$ cat config.mk
export PLATFORM = sky130hd
export DESIGN_NAME = if_row_tagger
export DESIGN_NICKNAME = d
export VERILOG_FILES = /design/src/rtl/if_row_tagger_pkg.sv /design/src/rtl/if_row_tagger.sv
export SDC_FILE = /design/constraint.sdc
export NUM_CORES = 1
export LEC_CHECK = 0
export ABC_AREA = 1
export ABC_CLOCK_PERIOD_IN_PS = 2400
export BUFFER_PORTS_ARGS = -buffer_cell sky130_fd_sc_hd__buf_2
export CAP_MARGIN = 20
export CORE_MARGIN = 2
export CORE_UTILIZATION = 45
export CTS_CLUSTER_SIZE = 28
export DETAILED_ROUTE_END_ITERATION = 8
export PLACE_DENSITY = 0.71
export SYNTH_ARGS = -nofsm -noshare
export SYNTH_HDL_FRONTEND = slang
export SYNTH_SLANG_ARGS = --single-unit
export TNS_END_PERCENT = 1
$ cat constraint.sdc
create_clock -name clk -period 2.4 [get_ports clk]
set_input_delay 0.12 -clock clk [delete_from_list [all_inputs] [get_ports clk]]
set_output_delay 0.12 -clock clk [all_outputs]
set_load 0.02 [all_outputs]
$ cat src/rtl/if_row_tagger_pkg.sv
// Shared definitions for the row tagger and the IF-buffer consumer:
// tag encodings carried in the two MSBs of each IF word, plus the FSM state encoding.
package if_row_tagger_pkg;

    localparam int unsigned TAG_W = 2;

    typedef logic [TAG_W-1:0] tag_t;

    localparam tag_t TAG_NONE   = 2'b00;
    localparam tag_t TAG_EOR    = 2'b01;
    localparam tag_t TAG_SOR    = 2'b10;
    localparam tag_t TAG_SINGLE = 2'b11;

    typedef enum logic [1:0] {
        ST_IDLE   = 2'd0,
        ST_STREAM = 2'd1,
        ST_DRAIN  = 2'd2
    } tagger_state_e;

    // Tag is {sor, eor}; a one-pixel row therefore yields TAG_SINGLE.
    function automatic tag_t make_tag(input logic sor, input logic eor);
        return {sor, eor};
    endfunction

endpackage

$ cat src/rtl/if_row_tagger.sv
// if_row_tagger: accepts a frame of signed pixels over a valid/ready handshake and
// writes each one into the IF buffer tagged with start-of-row / end-of-row flags.
//
// Ports
//   clk, rst        clock, asynchronous active-high reset
//   start           pulse: latch row_len/num_rows and begin a frame (IDLE only)
//   row_len         pixels per row, sampled on start
//   num_rows        rows per frame, sampled on start
//   pix_valid       upstream pixel valid
//   pix_data        signed pixel value
//   pix_ready       pixel accepted this cycle
//   IF_full         downstream buffer full
//   IF_wen          write enable into the IF buffer
//   IF_din          tagged word {sor, eor, pixel}
//   busy            frame in progress
//   done            pulse coincident with the frame's final write
//   cfg_err         pulse when a start is rejected for a zero dimension
module if_row_tagger
    import if_row_tagger_pkg::*;
#(
    parameter int unsigned IF_SCRATCH_WIDTH = 16,
    parameter int unsigned ROW_LEN_W        = 8,
    parameter int unsigned ROW_CNT_W        = 8
) (
    input  logic                              clk,
    input  logic                              rst,
    input  logic                              start,
    input  logic [ROW_LEN_W-1:0]              row_len,
    input  logic [ROW_CNT_W-1:0]              num_rows,
    input  logic                              pix_valid,
    input  logic [IF_SCRATCH_WIDTH-1:0]       pix_data,
    output logic                              pix_ready,
    input  logic                              IF_full,
    output logic                              IF_wen,
    output logic [IF_SCRATCH_WIDTH+TAG_W-1:0] IF_din,
    output logic                              busy,
    output logic                              done,
    output logic                              cfg_err
);

    localparam int unsigned DOUT_W = IF_SCRATCH_WIDTH + TAG_W;

    tagger_state_e          state_q,    state_d;
    logic [ROW_LEN_W-1:0]   row_len_q,  row_len_d;
    logic [ROW_CNT_W-1:0]   num_rows_q, num_rows_d;
    logic [ROW_LEN_W-1:0]   col_q,      col_d;
    logic [ROW_CNT_W-1:0]   row_q,      row_d;
    logic                   out_vld_q,  out_vld_d;
    logic [DOUT_W-1:0]      out_word_q, out_word_d;
    logic                   cfg_err_q,  cfg_err_d;

    logic hs;
    logic wr;
    logic last_col;
    logic last_row;

    // Ready whenever the output register is empty or is being drained this cycle.
    assign pix_ready = (state_q == ST_STREAM) && (!out_vld_q || !IF_full);
    assign hs        = pix_valid && pix_ready;
    assign wr        = out_vld_q && !IF_full;
    assign last_col  = (col_q == (row_len_q - ROW_LEN_W'(1)));
    assign last_row  = (row_q == (num_rows_q - ROW_CNT_W'(1)));

    assign IF_wen  = wr;
    assign IF_din  = out_word_q;
    assign busy    = (state_q != ST_IDLE);
    assign done    = (state_q == ST_DRAIN) && wr;
    assign cfg_err = cfg_err_q;

    // Next-state, counters and the single-entry output register.
    always_comb begin
        state_d    = state_q;
        row_len_d  = row_len_q;
        num_rows_d = num_rows_q;
        col_d      = col_q;
        row_d      = row_q;
        out_vld_d  = out_vld_q && !wr;
        out_word_d = out_word_q;
        cfg_err_d  = 1'b0;

        // A write and a new load in the same cycle replace the word with no bubble.
        if (hs) begin
            out_vld_d  = 1'b1;
            out_word_d = {make_tag(col_q == '0, last_col), pix_data};
            if (last_col) begin
                col_d = '0;
                row_d = row_q + ROW_CNT_W'(1);
            end else begin
                col_d = col_q + ROW_LEN_W'(1);
            end
        end

        unique case (state_q)
            ST_IDLE: begin
                if (start) begin
                    if ((row_len != '0) && (num_rows != '0)) begin
                        row_len_d  = row_len;
                        num_rows_d = num_rows;
                        col_d      = '0;
                        row_d      = '0;
                        state_d    = ST_STREAM;
                    end else begin
                        cfg_err_d = 1'b1;
                    end
                end
            end
            ST_STREAM: begin
                if (hs && last_col && last_row) begin
                    state_d = ST_DRAIN;
                end
            end
            ST_DRAIN: begin
                if (wr) begin
                    state_d = ST_IDLE;
                end
            end
            default: begin
                state_d = ST_IDLE;
            end
        endcase
    end

    // State register.
    always_ff @(posedge clk or posedge rst) begin
        if (rst) begin
            state_q    <= ST_IDLE;
            row_len_q  <= '0;
            num_rows_q <= '0;
            col_q      <= '0;
            row_q      <= '0;
            out_vld_q  <= 1'b0;
            out_word_q <= '0;
            cfg_err_q  <= 1'b0;
        end else begin
            state_q    <= state_d;
            row_len_q  <= row_len_d;
            num_rows_q <= num_rows_d;
            col_q      <= col_d;
            row_q      <= row_d;
            out_vld_q  <= out_vld_d;
            out_word_q <= out_word_d;
            cfg_err_q  <= cfg_err_d;
        end
    end

endmodule

* After elaboration in Yosys (flattened, before gate mapping)
Index checks and enable logic that the tools add are counted.
** Word-level totals
- Flip-flop bits (word level) :: 54
- Input bits :: 37
- Output and inout bits :: 23
- Word-level logic and storage cells :: 58
** Cells by class
- Add/sub/neg operators :: 4
- Equality and inequality tests :: 8
- Multiplexer cells :: 19
- Reductions and logical operators :: 19
** Operator list (number)
- $mux W8 :: 10
- $add A8 B1 Y8 const B :: 2
- $eq A8 B8 Y1 :: 2
- $reduce_bool A8 Y1 :: 2
- $sub A8 B1 Y8 const B :: 2
- $logic_and A1 B1 Y1 :: 8
- $logic_not A8 Y1 :: 1
- $mux W2 :: 4
- $ne A2 B2 Y1 const B :: 3
- $pmux W2 S3 :: 1
- $mux W1 :: 4
- $reduce_and A4 Y1 :: 1
- $logic_not A1 Y1 :: 3
- $reduce_and A3 Y1 :: 1
- $eq A2 B1 Y1 const B :: 1
- $eq A2 B2 Y1 const B :: 1
- $logic_not A2 Y1 :: 1
- $ne A2 B1 Y1 const B :: 1
- $reduce_bool A2 Y1 :: 1
- $logic_or A1 B1 Y1 :: 1

* Longest topological paths before layout
Gate-level depths: netlist (run 1).
- Depth after elaboration :: 8
- Gate-level depth with buffers :: 14
- Depth with buffers taken out :: 14

* Worst setup path before layout (run 1)
OpenSTA, ideal clock, no wires.
- Kind :: register to register
- Start :: register row_len_q[0]
- End :: register col_q[2]
- Library setup time :: 0.128 ns
- Arrival :: 1.631 ns
- Required time :: 2.272 ns
- Slack :: 0.642 ns
- Stages on the path, launching flop included :: 13
- Path buffers :: 0
- Period minus slack after synthesis :: 1.758 ns
- Path through :: dfrtp_1 -> inv_2 -> ha_1 -> nand2_1 -> inv_1 -> nor2_1 -> nand3_1 -> nor2_4 -> nand3_4 -> nor2_8 -> inv_1 -> nand2_2 -> nor3b_1
** On the way
- Word-level cells in the longest chain between the ends :: 7
** RTL lines
- from (decl) :: line if_row_tagger.sv:44 : logic [ROW_LEN_W-1:0] row_len_q, row_len_d;
- from (signal assigned) :: line if_row_tagger.sv:136 : row_len_q <= row_len_d;
- $sub A8 B1 Y8 (*) :: line if_row_tagger.sv:61 : assign last_col = (col_q == (row_len_q - ROW_LEN_W'(1)));
- $eq A8 B8 Y1 (*) :: line if_row_tagger.sv:61
- $mux W8 (*) :: line if_row_tagger.sv:85 : if (last_col) begin
- $mux W8 (*) :: line if_row_tagger.sv:82 : if (hs) begin
- $mux W8 :: line if_row_tagger.sv:96 : if ((row_len != '0) && (num_rows != '0)) begin
- $mux W8 :: line if_row_tagger.sv:95 : if (start) begin
- $mux W8 (*) :: line if_row_tagger.sv:93 : unique case (state_q)
- via col_d[2] :: line if_row_tagger.sv:46 : logic [ROW_LEN_W-1:0] col_q, col_d;
- to (signal assigned) :: line if_row_tagger.sv:138 : col_q <= col_d;
- to (decl) :: line if_row_tagger.sv:46
Mark *: on every way through the listed nets, which the timed path passes. The rest lies on a longest branch.
A chain may end at the register's enable or synchronous reset.

* Worst setup path after layout (run 1)
Same ends and word-level chain as after synthesis.

==> key figures, run 1 <==
Yosys
  • Post-synthesis register bit count: 54
  • Async SR Flop Fraction: 100%
  • Mapped Avg Cell Area: 7.53 um2
  • Sequential fraction of the synthesis area: 44.0%
  • Syn_nets: 450
  • Syn Inst Count: 408
  • Count of different cell masters after synthesis: 31
  • Yosys warns: 0
  • Number of enable flip-flop cells after synthesis: 0
  • Synthesized cell area: 3070 um2
  • Synth Flop Type: dfrtp_1

Critical path
  • WP data required: 2.60 ns
  • Critical path capture point type: flop
  • Max Fanout on Critical Path: 10
  • Startpoint Class: flop
  • Arrival time worst endpoint: 2.24 ns
  • Critical path class: flop to flop

Clock tree
  • CTS Buf Count: 5
  • Clk sink count: 54
  • Clock Tree Root: clkbuf_8
  • CTS tree: built
  • Post-cts sizing count: 0
  • H-tree levels: 2
  • # hold bufs at CTS: 7
  • Clk_lat worst skew: 0.32 ns
  • Max clock buf depth: 2
  • Post CTS Setup Buffer Count: 0
  • Clock Pin Slew Worst Setup and Hold Paths: 0.11 ns

Global route
  • First-pass GRT wire length: 12000 um
  • Initial antenna violation count: 0
  • Tot GR Track Use: 20.0%
  • Vias in the first global route: 2662
  • Largest net degree at the start of global routing: 31
  • GRT overflow: 0

Routing
  • ANT nets after route: 0
  • Post-Route WL: 6880 um
  • Via Count: 2758
  • Routed vias/inst: 4.96
  • Drt pass-1 iters: 4
  • DRC violations left: 0
  • Initial DRC Count: 165
  • WL per Instance: 12.4 um

Final layout
  • Most frequent cells in the layout: nand2_1, buf_2, dfrtp_1, nor2_1, inv_1
  • Core Util, Final: 54.2%
  • Finished Cell Area: 3620 um2
  • Commonest non-fill, non-tap cell in the layout: nand2_1
  • Area grow syn2layout: 18.0%
  • Ratio of cells with drive above 1 in the final layout: 21.4%
  • # diodes: 0
  • Nets: 517

Timing
  • Tcrit/Tclk final: 85.2%
  • Worst Tran Pin Value: 0.818 ns
  • RSZ-0062 raised after global routing: false
  • FMAX: 0.489 GHz
  • Post-route setup TNS: 0 ns
  • Max-slew violation count: 0
  • Final setup viols: 0
  • Endpoints failing hold: 1
  • Fin Hold WS: -0.000753 ns
  • Fin crit period: 2.04 ns
  • Final Skew: 0.0135 ns
  • Slew HR: 45.4%

Die
  • Row cnt: 30
  • Die area: 7500 um2
  • Die X: 86.6 um
  • Initial Util: 46.0%
  • Core Area: 6680 um2
  • Die Height: 86.6 um
  • Num ports: 60

Outcome
  • Failing checks: hold timing
  • Status: finished, violations left

Pwr
  • VDD IR-drop max: 0.466 mV
  • Power Total: 4.00 mW
  • Pwr dens: 1110 nW/um2
  • Lkg Pwr: 2.00 nW

Worst hold path
  • HP Class: primary input to flop

Place
  • GPL Wtd Cong: 0.890
  • Port buffer count: 59
  • Dpl hpwl: 5210 um
  • Placed cell area: 3460 um2

Run
  • MaxCap Viol Count: 0
[layout make-up]
class / instances / area (um2)
tap: 80 / 100
sequential: 54 / 1350
timing repair buffer: 69 / 400
clock buffer: 5 / 68.8
fill: 652 / 3060
multi-input combinational: 297 / 1500
clock inverter: 3 / 18.8
inverter: 48 / 180
[worst max-delay path: stages, from the launching register on]
cell	delay [ns]
dfrtp_1	0.42
inv_2	0.10
ha_1	0.27
inv_1	0.07
nand2_1	0.09
nand2_1	0.07
nand2_1	0.10
nand2_2	0.08
nor2_4	0.14
nand3_4	0.11
nor2_8	0.17
inv_1	0.10
nand2_2	0.15
nor3b_1	0.07
[registers in the layout (all words and copies together), names as in the netlist]
register    cells
IF_din         18
col_q           8
num_rows_q      8
row_len_q       8
row_q           8
state_q         2
cfg_err         1
out_vld_q       1
[power breakdown]
group	internal (mW)	switching, mW	total (mW)
combinational	0.711	1.25	1.96
clock	0.206	0.316	0.522
sequential	1.22	0.296	1.52
[worst paths after layout]
path                       depth (start not counted)    startpoint            end  slack, ns
setup reg to reg                                  13  row_len_q[0]       col_q[2]       0.36
hold / removal                                     3   pix_data[3]      IF_din[3]    -0.0008
max in group asynchronous                          4           rst  num_rows_q[4]       1.44
setup / recovery                                  13  row_len_q[0]       col_q[2]       0.36
min in group asynchronous                          3           rst       col_q[4]       0.41
hold reg to reg                                    2     IF_din[4]      IF_din[4]       0.47
[cell families (layout without fill, tap and decap cells)]
family	Yosys count	after routing	share of synthesized area, %
adder cells (fa/ha/maj)	5	5	2.04
XOR/XNOR	19	19	5.42
buffers and inverters	57	125	7.05
AO/OA/AOI/OAI	27	27	4.65
AND/OR/NAND/NOR	246	246	36.8
flip-flops	54	54	44.0
[cells in the mapped netlist (2+ instances only)]
cell type | number | share of area (%)
clkbuf_1 | 4 | 0.49
a21oi_1 | 6 | 0.98
nor2_4 | 2 | 0.73
xor2_1 | 13 | 3.7
dfrtp_1 | 54 | 44
nor4_1 | 5 | 1.0
nand2_4 | 2 | 0.73
o21ai_0 | 18 | 2.9
ha_1 | 5 | 2.0
nor3_2 | 3 | 0.98
xnor2_1 | 6 | 1.7
buf_1 | 3 | 0.37
inv_2 | 11 | 1.3
inv_1 | 37 | 4.5
nor3b_1 | 3 | 0.73
nor3_1 | 6 | 0.98
nand4_1 | 7 | 1.4
nand3_4 | 2 | 1.1
nor2_1 | 37 | 4.5
nand2_1 | 147 | 18
nand2_2 | 5 | 1.0
nor2_2 | 3 | 0.61
nor2_8 | 2 | 1.3
nand3_1 | 20 | 3.3
[per-stage QoR]
stage                     std cells  worst slack [ns]
after floorplan                 408             0.642
after global placement          541             0.497
after detailed placement        541             0.428
after CTS                       556             0.372
after global routing            556             0.180
final                           556             0.356
[layer usage]
| metal | routed length [um] | share of wire [%] | GRT usage, % |
|---|---|---|---|
| met4 | 105 | 1.5 | 6.25 |
| met3 | 287 | 4.2 | 3.52 |
| met5 | 0 | 0 | 0 |
| met1 | 3270 | 48 | 27.2 |
| met2 | 3210 | 47 | 32.6 |
(Power assumes the default switching activity.)
==> run 2, diff against run 1 <==
--- a/config.mk
+++ b/config.mk
@@ -5,15 +5,15 @@
 export SDC_FILE = /design/constraint.sdc
 export NUM_CORES = 1
 export LEC_CHECK = 0
-export ABC_AREA = 1
+export ABC_AREA = 0
 export ABC_CLOCK_PERIOD_IN_PS = 2400
 export BUFFER_PORTS_ARGS = -buffer_cell sky130_fd_sc_hd__buf_2
 export CAP_MARGIN = 20
 export CORE_MARGIN = 2
-export CORE_UTILIZATION = 45
+export CORE_UTILIZATION = 54
 export CTS_CLUSTER_SIZE = 28
 export DETAILED_ROUTE_END_ITERATION = 8
-export PLACE_DENSITY = 0.71
+export PLACE_DENSITY = 0.83
 export SYNTH_ARGS = -nofsm -noshare
 export SYNTH_HDL_FRONTEND = slang
 export SYNTH_SLANG_ARGS = --single-unit
==> key figures, run 2 <==
Global route
  • First-pass GRT wire length: 11600 um (-3.6%)
  • Vias in the first global route: 2586 (-2.9%)
  • GRT overflow: 0 (unchanged)
  • Largest net degree at the start of global routing: 28 (-9.7%)
  • Initial antenna violation count: 0 (unchanged)
  • Tot GR Track Use: 26.8% (+6.8 points)

Routing
  • Post-Route WL: 6790 um (-1.2%)
  • Initial DRC Count: 164 (-0.61%)
  • ANT nets after route: 0 (unchanged)
  • Via Count: 2546 (-7.7%)
  • Routed vias/inst: 5.37 (+8.3%)
  • Drt pass-1 iters: 5 (+1)
  • DRC violations left: 0 (unchanged)
  • WL per Instance: 14.3 um (+16%)

Pwr
  • Switch share: 38.1% (-8.4 points)
  • Pwr dens: 887 nW/um2 (-20%)
  • Logic pwr share: 37.0% (-12 points)
  • VDD IR-drop max: 0.720 mV (+54%)
  • Clock share of power: 20.2% (+7.2 points)
  • Lkg Pwr: 1.76 nW (-12%)
  • Power Total: 3.17 mW (-21%)
  • Share of power burned in registers: 42.8% (+4.9 points)
  • P_int: 1.96 mW (-8.2%)
  • Net switching power: 1.21 mW (-35%)

Yosys
  • Number of enable flip-flop cells after synthesis: 0 (unchanged)
  • Synth Flop Type: dfrtp_1
  • Async SR Flop Fraction: 100% (unchanged)
  • Sequential fraction of the synthesis area: 49.3% (+5.3 points)
  • Yosys warns: 0 (unchanged)
  • Synth cell count leaders: nand2_1, dfrtp_1, xnor2_1, nor2_1, inv_1
  • Syn_nets: 358 (-20%)
  • Count of different cell masters after synthesis: 33 (+6.5%)
  • Mapped Avg Cell Area: 8.68 um2 (+15%)
  • Post-synth top area cell: dfrtp_1
  • Synthesized cell area: 2740 um2 (-11%)
  • Syn Inst Count: 316 (-23%)
  • Synth top area cells: dfrtp_1, nand2_1, xnor2_1
  • Most frequent cell after synthesis: nand2_1
  • Post-synthesis register bit count: 54 (unchanged)
  • Yosys top cell area share: 49.3% (+5.3 points)

Final layout
  • Largest register FFs: 18 (unchanged)
  • Most frequent cells in the layout: nand2_1, buf_2, dfrtp_1, xnor2_1
  • Area grow syn2layout: 30.5%
  • Ratio of cells with drive above 1 in the final layout: 24.8% (+3.4 points)
  • Commonest non-fill, non-tap cell in the layout: nand2_1
  • # diodes: 0 (unchanged)
  • Nets: 448 (-13%)
  • Finished Cell Area: 3580 um2 (-1.2%)

Critical path
  • Critical path class: flop to flop
  • Reg2Reg Setup Slack: -0.14 ns (-0.49 ns)
  • CP delay by family, top: simple AND/OR/NAND/NOR gates
  • Startpoint Class: flop
  • Worst r2r src: row_len_q[2]
  • Worst Path Buf+Inv: 0 (-3)
  • Worst R2R End: row_q[5]
  • Path depth of the worst reg2reg path: 6 (-7)
  • Crit-path cells: or3_4 -> or3_4 -> a2111oi_4 -> nand4_4 -> or4_4 -> a21oi_2
  • Critical path capture point type: flop
  • Arrival time worst endpoint: 2.78 ns (+0.54 ns)
  • Max stage delay cell, worst path: or4_4
  • WP data required: 2.65 ns (+0.05 ns)
  • Crit path top cell by count: or3_4
  • Max Fanout on Critical Path: 8 (-2)
  • Worst path max stage delay: 0.52 ns (+0.10 ns)

Timing
  • Post-route setup TNS: -0.518 ns (-0.518 ns)
  • FMAX: 0.394 GHz (-19%)
  • RSZ-0062 raised after global routing: true
  • Slew HR: 66.4% (+21 points)
  • Endpoints failing hold: 0 (-1)
  • Max-slew violation count: 0 (unchanged)
  • Fin Hold WS: 0.00758 ns (+0.00833 ns)
  • Final Skew: 0.00709 ns (-0.00638 ns)
  • Final critical-path setup slack: -0.137 ns (-0.492 ns)
  • Tcrit/Tclk final: 106% (+21 points)
  • Fin crit period: 2.54 ns (+0.492 ns)
  • Final setup viols: 7 (+7)
  • Worst Tran Pin Value: 0.504 ns (-0.314 ns)

Die
  • Num ports: 60 (unchanged)
  • Row cnt: 25 (-17%)
  • Initial Util: 56.9% (+11 points)
  • Core Area: 4820 um2 (-28%)
  • Die area: 5660 um2 (-24%)
  • Die Height: 75.3 um (-13%)
  • Die X: 75.3 um (-13%)

Place
  • Pre-CTS setup slack: -0.108 ns (-0.536 ns)
  • Port buffer count: 59 (unchanged)
  • Dpl hpwl: 4550 um (-13%)
  • Placed cell area: 3230 um2 (-6.7%)
  • GPL Wtd Cong: 0.871 (-2.2%)

Clock tree
  • Clk sink count: 54 (unchanged)
  • Max clock buf depth: 2 (unchanged)
  • Clock Pin Slew Worst Setup and Hold Paths: 0.10 ns (about the same)
  • Clk_lat worst skew: 0.31 ns (about the same)
  • CTS tree: built
  • Clock Tree Root: clkbuf_8
  • H-tree levels: 2 (unchanged)
  • CTS Buf Count: 5 (unchanged)

Worst hold path
  • HP Class: primary input to flop
  • Hold EP: num_rows_q[4]
  • WHS Path Cells: 3 (unchanged)
  • Hold path startpoint: num_rows[4]

Run
  • MaxCap Viol Count: 0 (unchanged)

Outcome
  • Status: finished, violations left
  • Failing checks: setup timing
[run 2: cell count changes after synthesis, sizes merged, moves of 9 or more]
cell and delta:
inv -37, nand2 -46, nand3 -13, nor2 -29
o21ai -9, xnor2 +11
[run 2: cell families (layout without fill, tap and decap cells)]
logic type	after synthesis	count (layout)	synth area share, %
XOR/XNOR	27	27	8.63
flip-flops	54	54	49.3
buffers and inverters	22	113	3.01
AND/OR/NAND/NOR	175	175	28.9
adder cells (fa/ha/maj)	5	5	2.28
AO/OA/AOI/OAI	33	33	7.85
[run 2: routing by layer]
layer / global-route usage [%] / vias to the layer above / routed length (um)
li1: - / 1245 / -
met4: 6.63 / 0 / 96
met3: 6.29 / 13 / 395
met5: 0 / - / 0
met2: 46.4 / 80 / 3370
met1: 34.1 / 1208 / 2930
[run 2: metrics by stage]
stage,cells,utilization [%]
2_1_floorplan,316,-
3_3_place_gp,449,67.1
3_5_place_dp,449,67.1
4_1_cts,473,73.0
5_1_grt,474,74.3
6_report,474,74.3
[run 2: layout make-up]
| type | instances | area [um2] |
|---|---|---|
| Clock buffer | 5 | 68.8 |
| Clock inverter | 3 | 47.5 |
| Fill cell | 355 | 1240 |
| Inverter | 11 | 41.3 |
| Multi-Input combinational cell | 240 | 1380 |
| Sequential cell | 54 | 1350 |
| Tap cell | 67 | 83.8 |
| Timing Repair Buffer | 94 | 609 |
[run 2: power by group through the flow]
stage          Clock (mW)  Combinational, mW  Sequential [mW]
2_1_floorplan           0              0.700             1.41
3_3_place_gp            0               1.08             1.35
3_5_place_dp            0               1.11             1.36
4_1_cts             0.645               1.15             1.35
5_1_grt             0.682               1.31             1.39
6_report            0.642               1.17             1.36
[run 2: worst register-to-register path: stages (launching register included)]
cell and delay [ns]:
dfrtp_1 0.40, or3_4 0.40, or3_4 0.38, a2111oi_4 0.43
nand4_4 0.20, or4_4 0.52, a21oi_2 0.14
[run 2: worst max-delay path by stage]
stage,start,to,depth (start not counted)
global placement,row_len_q[2],row_q[7],6
CTS,row_len_q[2],row_q[3],7
global route,row_len_q[2],row_q[5],6
finish,row_len_q[2],row_q[5],6
detailed placement,row_len_q[2],row_q[3],7
floorplan,row_len_q[2],row_q[7],6
[run 2: timing repair]
item / 4_1_cts / 5_1_grt
pin swaps: 4 / 6
hold buffers: 16 / 0
buffers inserted: 0 / 1
gates cloned: 0 / 0
endpoints found under the hold margin: 37 / 0
setup endpoints to repair: 14 / 16
resized for setup: 2 / 14
